### config.mk
export PLATFORM = sky130hd
export DESIGN_NAME = canden_multi
export DESIGN_NICKNAME = d
export VERILOG_FILES = /design/src/rtl/canden_pkg.sv /design/src/rtl/canden_chan.sv /design/src/rtl/canden_multi.sv
export SDC_FILE = /design/constraint.sdc
export NUM_CORES = 1
export LEC_CHECK = 0
export BUFFER_PORTS_ARGS = -buffer_cell sky130_fd_sc_hd__buf_2
export CORE_MARGIN = 10
export CORE_UTILIZATION = 40
export CTS_CLUSTER_DIAMETER = 50
export DETAILED_ROUTE_END_ITERATION = 7
export SLEW_MARGIN = 20
export SYNTH_ARGS = -nofsm -noshare
export SYNTH_HDL_FRONTEND = slang
export SYNTH_SLANG_ARGS = --single-unit
### constraint.sdc
create_clock -name CLKIN -period 5.4 [get_ports CLKIN]
set_input_delay 0.54 -clock CLKIN [delete_from_list [all_inputs] [get_ports CLKIN]]
set_output_delay 0.54 -clock CLKIN [all_outputs]
set_load 0.005 [all_outputs]
### src/rtl/canden_pkg.sv
// Shared types and default sizes for the multi-channel clock gate.
package canden_pkg;

    typedef enum logic [1:0] {
        ST_OFF  = 2'd0,
        ST_ON   = 2'd1,
        ST_HOLD = 2'd2
    } chan_state_t;

    localparam int NCH_DEFAULT   = 4;
    localparam int DIVW_DEFAULT  = 8;
    localparam int HOLDW_DEFAULT = 4;

endpackage

### src/rtl/canden_chan.sv
// One gated-clock channel: request FSM with hold-off, clock divider,
// negative-level enable latch and the output AND gate.
module canden_chan
    import canden_pkg::*;
#(
    parameter int DIVW  = DIVW_DEFAULT,
    parameter int HOLDW = HOLDW_DEFAULT
) (
    input  logic             clk,
    input  logic             rst_n,
    input  logic             req,
    input  logic             test_en,
    input  logic [DIVW-1:0]  div_ratio,
    input  logic [HOLDW-1:0] hold_cycles,
    output logic             iz,
    output logic             ce,
    output logic             active
);

    chan_state_t      state_reg, state_next;
    logic [HOLDW-1:0] hcnt_reg, hcnt_next;
    logic [DIVW-1:0]  dcnt_reg, dcnt_next;
    logic             ce_reg, ce_next;
    logic             div_step;
    logic [DIVW-1:0]  reload_val;
    logic             en_latch;

    // Ratios 0 and 1 both collapse to "every cycle".
    assign reload_val = (div_ratio >= DIVW'(2)) ? (div_ratio - DIVW'(1)) : '0;

    always_comb begin
        state_next = state_reg;
        hcnt_next  = hcnt_reg;
        dcnt_next  = dcnt_reg;
        ce_next    = 1'b0;
        div_step   = 1'b0;
        case (state_reg)
            ST_OFF: begin
                if (req) begin
                    state_next = ST_ON;
                    ce_next    = 1'b1;
                    dcnt_next  = reload_val;
                end
            end
            ST_ON: begin
                if (!req) begin
                    if (hold_cycles == '0) begin
                        state_next = ST_OFF;
                    end else begin
                        state_next = ST_HOLD;
                        hcnt_next  = hold_cycles - HOLDW'(1);
                        div_step   = 1'b1;
                    end
                end else begin
                    div_step = 1'b1;
                end
            end
            ST_HOLD: begin
                if (req) begin
                    state_next = ST_ON;
                    div_step   = 1'b1;
                end else if (hcnt_reg == '0) begin
                    state_next = ST_OFF;
                end else begin
                    hcnt_next = hcnt_reg - HOLDW'(1);
                    div_step  = 1'b1;
                end
            end
            default: state_next = ST_OFF;
        endcase

        // New ratio is only picked up on reload, so a count in flight is never cut short.
        if (div_step) begin
            if (dcnt_reg == '0) begin
                ce_next   = 1'b1;
                dcnt_next = reload_val;
            end else begin
                dcnt_next = dcnt_reg - DIVW'(1);
            end
        end
    end

    always_ff @(posedge clk or negedge rst_n) begin
        if (!rst_n) begin
            state_reg <= ST_OFF;
            hcnt_reg  <= '0;
            dcnt_reg  <= '0;
            ce_reg    <= 1'b0;
        end else begin
            state_reg <= state_next;
            hcnt_reg  <= hcnt_next;
            dcnt_reg  <= dcnt_next;
            ce_reg    <= ce_next;
        end
    end

    // Transparent while clk is low, so the AND below never sees a mid-high change.
    always_latch begin
        if (!rst_n) begin
            en_latch <= 1'b0;
        end else if (!clk) begin
            en_latch <= ce_reg | test_en;
        end
    end

    assign iz     = clk & en_latch;
    assign ce     = ce_reg;
    assign active = (state_reg != ST_OFF);

endmodule

### src/rtl/canden_multi.sv
// Bank of NCH independent gated clocks sharing one input clock and hold-off count.
module canden_multi
    import canden_pkg::*;
#(
    parameter int NCH   = NCH_DEFAULT,
    parameter int DIVW  = DIVW_DEFAULT,
    parameter int HOLDW = HOLDW_DEFAULT
) (
    input  logic                CLKIN,
    input  logic                RSTN,
    input  logic [NCH-1:0]      SEN,
    input  logic [NCH-1:0]      DEN,
    input  logic [NCH-1:0]      DYNEN,
    input  logic [NCH*DIVW-1:0] DIV,
    input  logic [HOLDW-1:0]    HOLD,
    input  logic                TEST_EN,
    output logic [NCH-1:0]      IZ,
    output logic [NCH-1:0]      CE,
    output logic [NCH-1:0]      ACTIVE
);

    genvar gi;
    generate
        for (gi = 0; gi < NCH; gi++) begin : g_chan
            logic chan_req;

            assign chan_req = DEN[gi] ? DYNEN[gi] : SEN[gi];

            canden_chan #(
                .DIVW  (DIVW),
                .HOLDW (HOLDW)
            ) u_chan (
                .clk         (CLKIN),
                .rst_n       (RSTN),
                .req         (chan_req),
                .test_en     (TEST_EN),
                .div_ratio   (DIV[gi*DIVW +: DIVW]),
                .hold_cycles (HOLD),
                .iz          (IZ[gi]),
                .ce          (CE[gi]),
                .active      (ACTIVE[gi])
            );
        end
    endgenerate

endmodule
==> insert_results.sql <==
INSERT INTO impl_metrics (metric_group, metric, value, unit) VALUES
('cells_and_area', 'largest_register_ff_count', '32', ''),
('place', 'final_estimated_routing_congestion_in_global_placement', '0.866', ''),
('floorplan', 'num_io_pins', '63', ''),
('synthesis', 'synth_simple_gate_area_share', '0.237', ''),
('hold_path', 'worstHoldPathType', 'in2gate', ''),
('route', 'num_vias', '4690', ''),
('power_and_ir_drop', 'pwr_density', '614', 'nW/µm²'),
('route', 'post_drt_wl_per_cell', '15.2', 'µm'),
('synthesis', 'yosys_warnings', '0', ''),
('timing', 'setup-tns-final', '0', 'ns'),
('setup_path', 'crit_path_start_kind', 'input port', ''),
('timing', 'slew_headroom', '0.517', ''),
('grt', 'gr-total-overflow', '0', ''),
('setup_path', 'end_kind', 'latch', ''),
('route', 'remaining_drc_errors', '0', ''),
('cts', 'tritoncts_clock_tree', 'built', ''),
('grt', 'grt_start_max_net_pins', '56', ''),
('synthesis', 'postSynthCellCount', '605', ''),
('route', 'drt_iter0_drc', '405', ''),
('cells_and_area', 'final_util', '0.495', ''),
('route', 'drt_first_pass_iters', '6', ''),
('floorplan', 'rows', '41', ''),
('setup_path', 'worstSetupPathType', 'in2latch', ''),
('synthesis', 'synth-seq-cells', '64', ''),
('synthesis', 'ys_flop_type', 'sky130_fd_sc_hd__dfrtp_1', ''),
('synthesis', 'synth.area.mux_share', '0.0590', ''),
('synthesis', 'synthAdderAreaFrac', '0.0950', ''),
('floorplan', 'initial_standard_cell_utilization_of_the_core', '0.407', ''),
('grt', 'grt_pass1_vias', '4571', ''),
('timing', 'worst_hold_slack', '0.0832', 'ns'),
('cts', 'postCtsSetupRepairBufs', '0', ''),
('cells_and_area', 'n_antenna_cell', '0', ''),
('synthesis', 'syn-cell-area', '5140', 'µm²'),
('power_and_ir_drop', 'power_leakage', '2.81', 'nW'),
('power_and_ir_drop', 'ir_drop', '310', 'µV'),
('floorplan', 'fp.dieArea', '17800', 'µm²'),
('cells_and_area', 'num-fill-cells', '1238', ''),
('cts', 'clkSlewWorstSetupHoldPaths', '0.03', 'ns'),
('route', 'vias_per_cell', '5.51', ''),
('grt', 'first_pass_grt_wire_length', '22500', 'µm'),
('cts', 'worstSkewPairLatency', '0.62', 'ns'),
('setup_path', 'critical_path.max_fanout', '11', ''),
('timing', 'rsz0062_at_grt', 'false', ''),
('hold_path', 'hold_path_depth', '5', ''),
('setup_path', 'rr_worst_depth', '1', ''),
('cells_and_area', 'final_layout_size_suffix_gt1_frac', '0.184', ''),
('synthesis', 'mapped_nets', '695', ''),
('synthesis', 'synth_compound_area_frac', '0.207', ''),
('place', 'placed_cell_area', '5490', 'µm²'),
('timing', 'setup_viol', '0', ''),
('place', 'detailedPlacementHpwl', '9060', 'µm'),
('floorplan', 'horizontal_extent_of_the_die', '133', 'µm'),
('cells_and_area', 'finish.instance_area', '6250', 'µm²'),
('setup_path', 'arrival', '2.63', 'ns'),
('synthesis', 'synth_cell_types', '72', ''),
('timing', 'fin_skew', '0.0618', 'ns'),
('floorplan', 'die_height', '133', 'µm'),
('cells_and_area', 'finish.net_count', '763', ''),
('setup_path', 'worstPathRequired', '3.35', 'ns'),
('floorplan', 'core', '12600', 'µm²'),
('route', 'route.final.wire_length', '12900', 'µm'),
('synthesis', 'synth_edf_count', '0', ''),
('synthesis', 'postSynthAreaPerCell', '8.49', 'µm²'),
('synthesis', 'main_combinational_cell_family_by_area_after_synthesis', 'simple AND/OR/NAND/NOR gates', ''),
('run_status', 'outcome', 'finished, final reports clean', ''),
('route', 'drtAntennaViolNets', '0', ''),
('timing', 'worst_pin_slew', '0.724', 'ns'),
('timing', 'hold_viol', '0', ''),
('place', 'count_of_port_buffers_added_during_placement', '62', ''),
('timing', 'final_count_of_pins_violating_max_slew', '0', ''),
('job', 'timing.max_cap.violations', '0', ''),
('grt', 'grt.total_usage', '0.144', ''),
('synthesis', 'postSynth.asyncResetShare', '0.938', ''),
('cts', 'cts_repair_resizes', '0', ''),
('cells_and_area', 'area_delta_synth_final', '21.7', '%'),
('synthesis', 'synth_xor_xnor_area_share', '0.0239', ''),
('grt', 'number_of_antenna_violations_at_the_first_check_in_global_routing', '0', '');
-- worst max-delay path: stages --
cell,delay (ns)
sky130_fd_sc_hd__dlygate4sd3_1,0.53
sky130_fd_sc_hd__dlygate4sd3_1,0.59
sky130_fd_sc_hd__dlygate4sd3_1,0.56
sky130_fd_sc_hd__buf_2,0.25
sky130_fd_sc_hd__o21a_1,0.16
-- placed cells by master (no fill, tap or decap), types with 6 or more instances in the layout --
| cell type | n |
|---|---|
| sky130_fd_sc_hd__a211oi_1 | 6 |
| sky130_fd_sc_hd__a21oi_1 | 37 |
| sky130_fd_sc_hd__a221o_1 | 10 |
| sky130_fd_sc_hd__and2_1 | 10 |
| sky130_fd_sc_hd__and3_1 | 6 |
| sky130_fd_sc_hd__buf_2 | 62 |
| sky130_fd_sc_hd__clkbuf_16 | 27 |
| sky130_fd_sc_hd__dfrtp_1 | 60 |
| sky130_fd_sc_hd__ha_1 | 39 |
| sky130_fd_sc_hd__inv_1 | 53 |
| sky130_fd_sc_hd__mux2_2 | 10 |
| sky130_fd_sc_hd__mux2i_1 | 19 |
| sky130_fd_sc_hd__nand2_1 | 35 |
| sky130_fd_sc_hd__nand2b_1 | 6 |
| sky130_fd_sc_hd__nand3_1 | 16 |
| sky130_fd_sc_hd__nor2_1 | 46 |
| sky130_fd_sc_hd__nor3_1 | 40 |
| sky130_fd_sc_hd__nor4_1 | 11 |
| sky130_fd_sc_hd__nor4b_1 | 8 |
| sky130_fd_sc_hd__o21a_1 | 6 |
| sky130_fd_sc_hd__o21ai_0 | 41 |
| sky130_fd_sc_hd__o21ai_1 | 8 |
| sky130_fd_sc_hd__o31ai_1 | 7 |
| sky130_fd_sc_hd__or3_1 | 11 |
| sky130_fd_sc_hd__xnor2_1 | 9 |
-- where the power goes --
part	leakage [nW]	total, mW	switching (mW)	internal, mW
registers	0.760	0.917	0.217	0.700
logic	1.65	1.74	0.996	0.740
clock network	0.395	1.19	0.330	0.857
-- synth_stat cells (3+ instances only) --
cell / instances / area (µm²)
sky130_fd_sc_hd__mux2_2: 10 / 113
sky130_fd_sc_hd__dfrtp_1: 60 / 1500
sky130_fd_sc_hd__nand3_1: 16 / 80.1
sky130_fd_sc_hd__o21ai_0: 41 / 205
sky130_fd_sc_hd__nor2_1: 46 / 173
sky130_fd_sc_hd__nand2_1: 35 / 131
sky130_fd_sc_hd__a21oi_1: 37 / 185
sky130_fd_sc_hd__or4_1: 3 / 22.5
sky130_fd_sc_hd__o211ai_1: 4 / 30.0
sky130_fd_sc_hd__xnor2_1: 9 / 78.8
sky130_fd_sc_hd__a21o_1: 4 / 30.0
sky130_fd_sc_hd__a221o_1: 10 / 100
sky130_fd_sc_hd__or3_1: 11 / 68.8
sky130_fd_sc_hd__inv_1: 53 / 199
sky130_fd_sc_hd__o31ai_1: 7 / 52.6
sky130_fd_sc_hd__and2_1: 10 / 62.6
sky130_fd_sc_hd__buf_4: 15 / 113
sky130_fd_sc_hd__dlxtp_1: 4 / 60.1
sky130_fd_sc_hd__o21ai_1: 8 / 40.0
sky130_fd_sc_hd__o221ai_1: 3 / 26.3
sky130_fd_sc_hd__a211o_1: 3 / 26.3
sky130_fd_sc_hd__nor4_1: 11 / 68.8
sky130_fd_sc_hd__o21a_1: 6 / 45.0
sky130_fd_sc_hd__o2bb2ai_1: 3 / 26.3
sky130_fd_sc_hd__xor2_1: 5 / 43.8
sky130_fd_sc_hd__buf_2: 5 / 25.0
sky130_fd_sc_hd__a211oi_1: 6 / 45.0
sky130_fd_sc_hd__nor4b_1: 8 / 70.1
sky130_fd_sc_hd__nor3b_1: 5 / 37.5
sky130_fd_sc_hd__ha_1: 39 / 488
sky130_fd_sc_hd__nor2b_1: 3 / 18.8
sky130_fd_sc_hd__and3_1: 6 / 37.5
sky130_fd_sc_hd__nand2b_1: 6 / 37.5
sky130_fd_sc_hd__mux2i_1: 19 / 190
sky130_fd_sc_hd__nor3_1: 40 / 200
sky130_fd_sc_hd__clkbuf_1: 4 / 15.0
-- area by class of cell --
cell class	count	area (µm²)	area share
Multi-Input combinational cell	460	3190	0.511
Sequential cell	64	1560	0.250
Clock buffer	34	717	0.115
Timing Repair Buffer	63	338	0.0540
Tap cell	172	215	0.0344
Inverter	53	199	0.0318
Clock inverter	5	27.5	0.00440
-- what timing repair did --
item | 4_1_cts | 5_1_grt
endpoints found under the setup margin | 0 | 0
endpoints found under the hold margin | 6 | 0
hold buffers | 4 | 0
-- stage by stage --
stage / setup slack, ns / total power [mW] / instances
finish: 0.717 / 3.84 / 851
global route: 0.678 / 4.19 / 851
detailed placement: 1.66 / 2.65 / 812
floorplan: 1.66 / 2.34 / 605
global placement: 1.67 / 2.60 / 812
CTS: 0.734 / 3.86 / 851
-- layer usage --
layer	GRT usage	wire length [µm]	vias up
met3	0.0387	613	20
met1	0.194	6190	2229
met5	0	0	-
met2	0.221	5910	115
met4	0.0411	210	0
li1	-	-	2326
-- final timing paths --
check | start | end | slack (ns)
min reg2reg | g_chan[3].u_chan.dcnt_reg[4]$_DFFE_PN0P_ | g_chan[3].u_chan.dcnt_reg[4]$_DFFE_PN0P_ | 0.50
max in group gated | RSTN | clock gate | 2.56
min in group CLKIN | HOLD[0] | g_chan[3].u_chan.hcnt_reg[0]$_DFFE_PN0P_ | 0.23
min | RSTN | clock gate | 0.08
max | RSTN | g_chan[2].u_chan.en_latch$_DLATCH_P_ | 0.72
max reg2reg | g_chan[3].u_chan.ce$_DFF_PN0_ | g_chan[3].u_chan.en_latch$_DLATCH_P_ | 2.23
min in group asynchronous | RSTN | g_chan[2].u_chan.ce$_DFF_PN0_ | 1.53
max in group asynchronous | RSTN | g_chan[1].u_chan.hcnt_reg[3]$_DFFE_PN0P_ | 2.88
-- kinds of logic (layout without fill, tap and decap cells) --
logic type	after synthesis	after routing
buf+inv	81	155
fa+ha+maj	39	39
latches	4	4
simple gates	220	220
compound gates	158	158
flops	60	60
xor+xnor	14	14
mux	29	29
No activity file was read; power rests on OpenSTA's default activity.
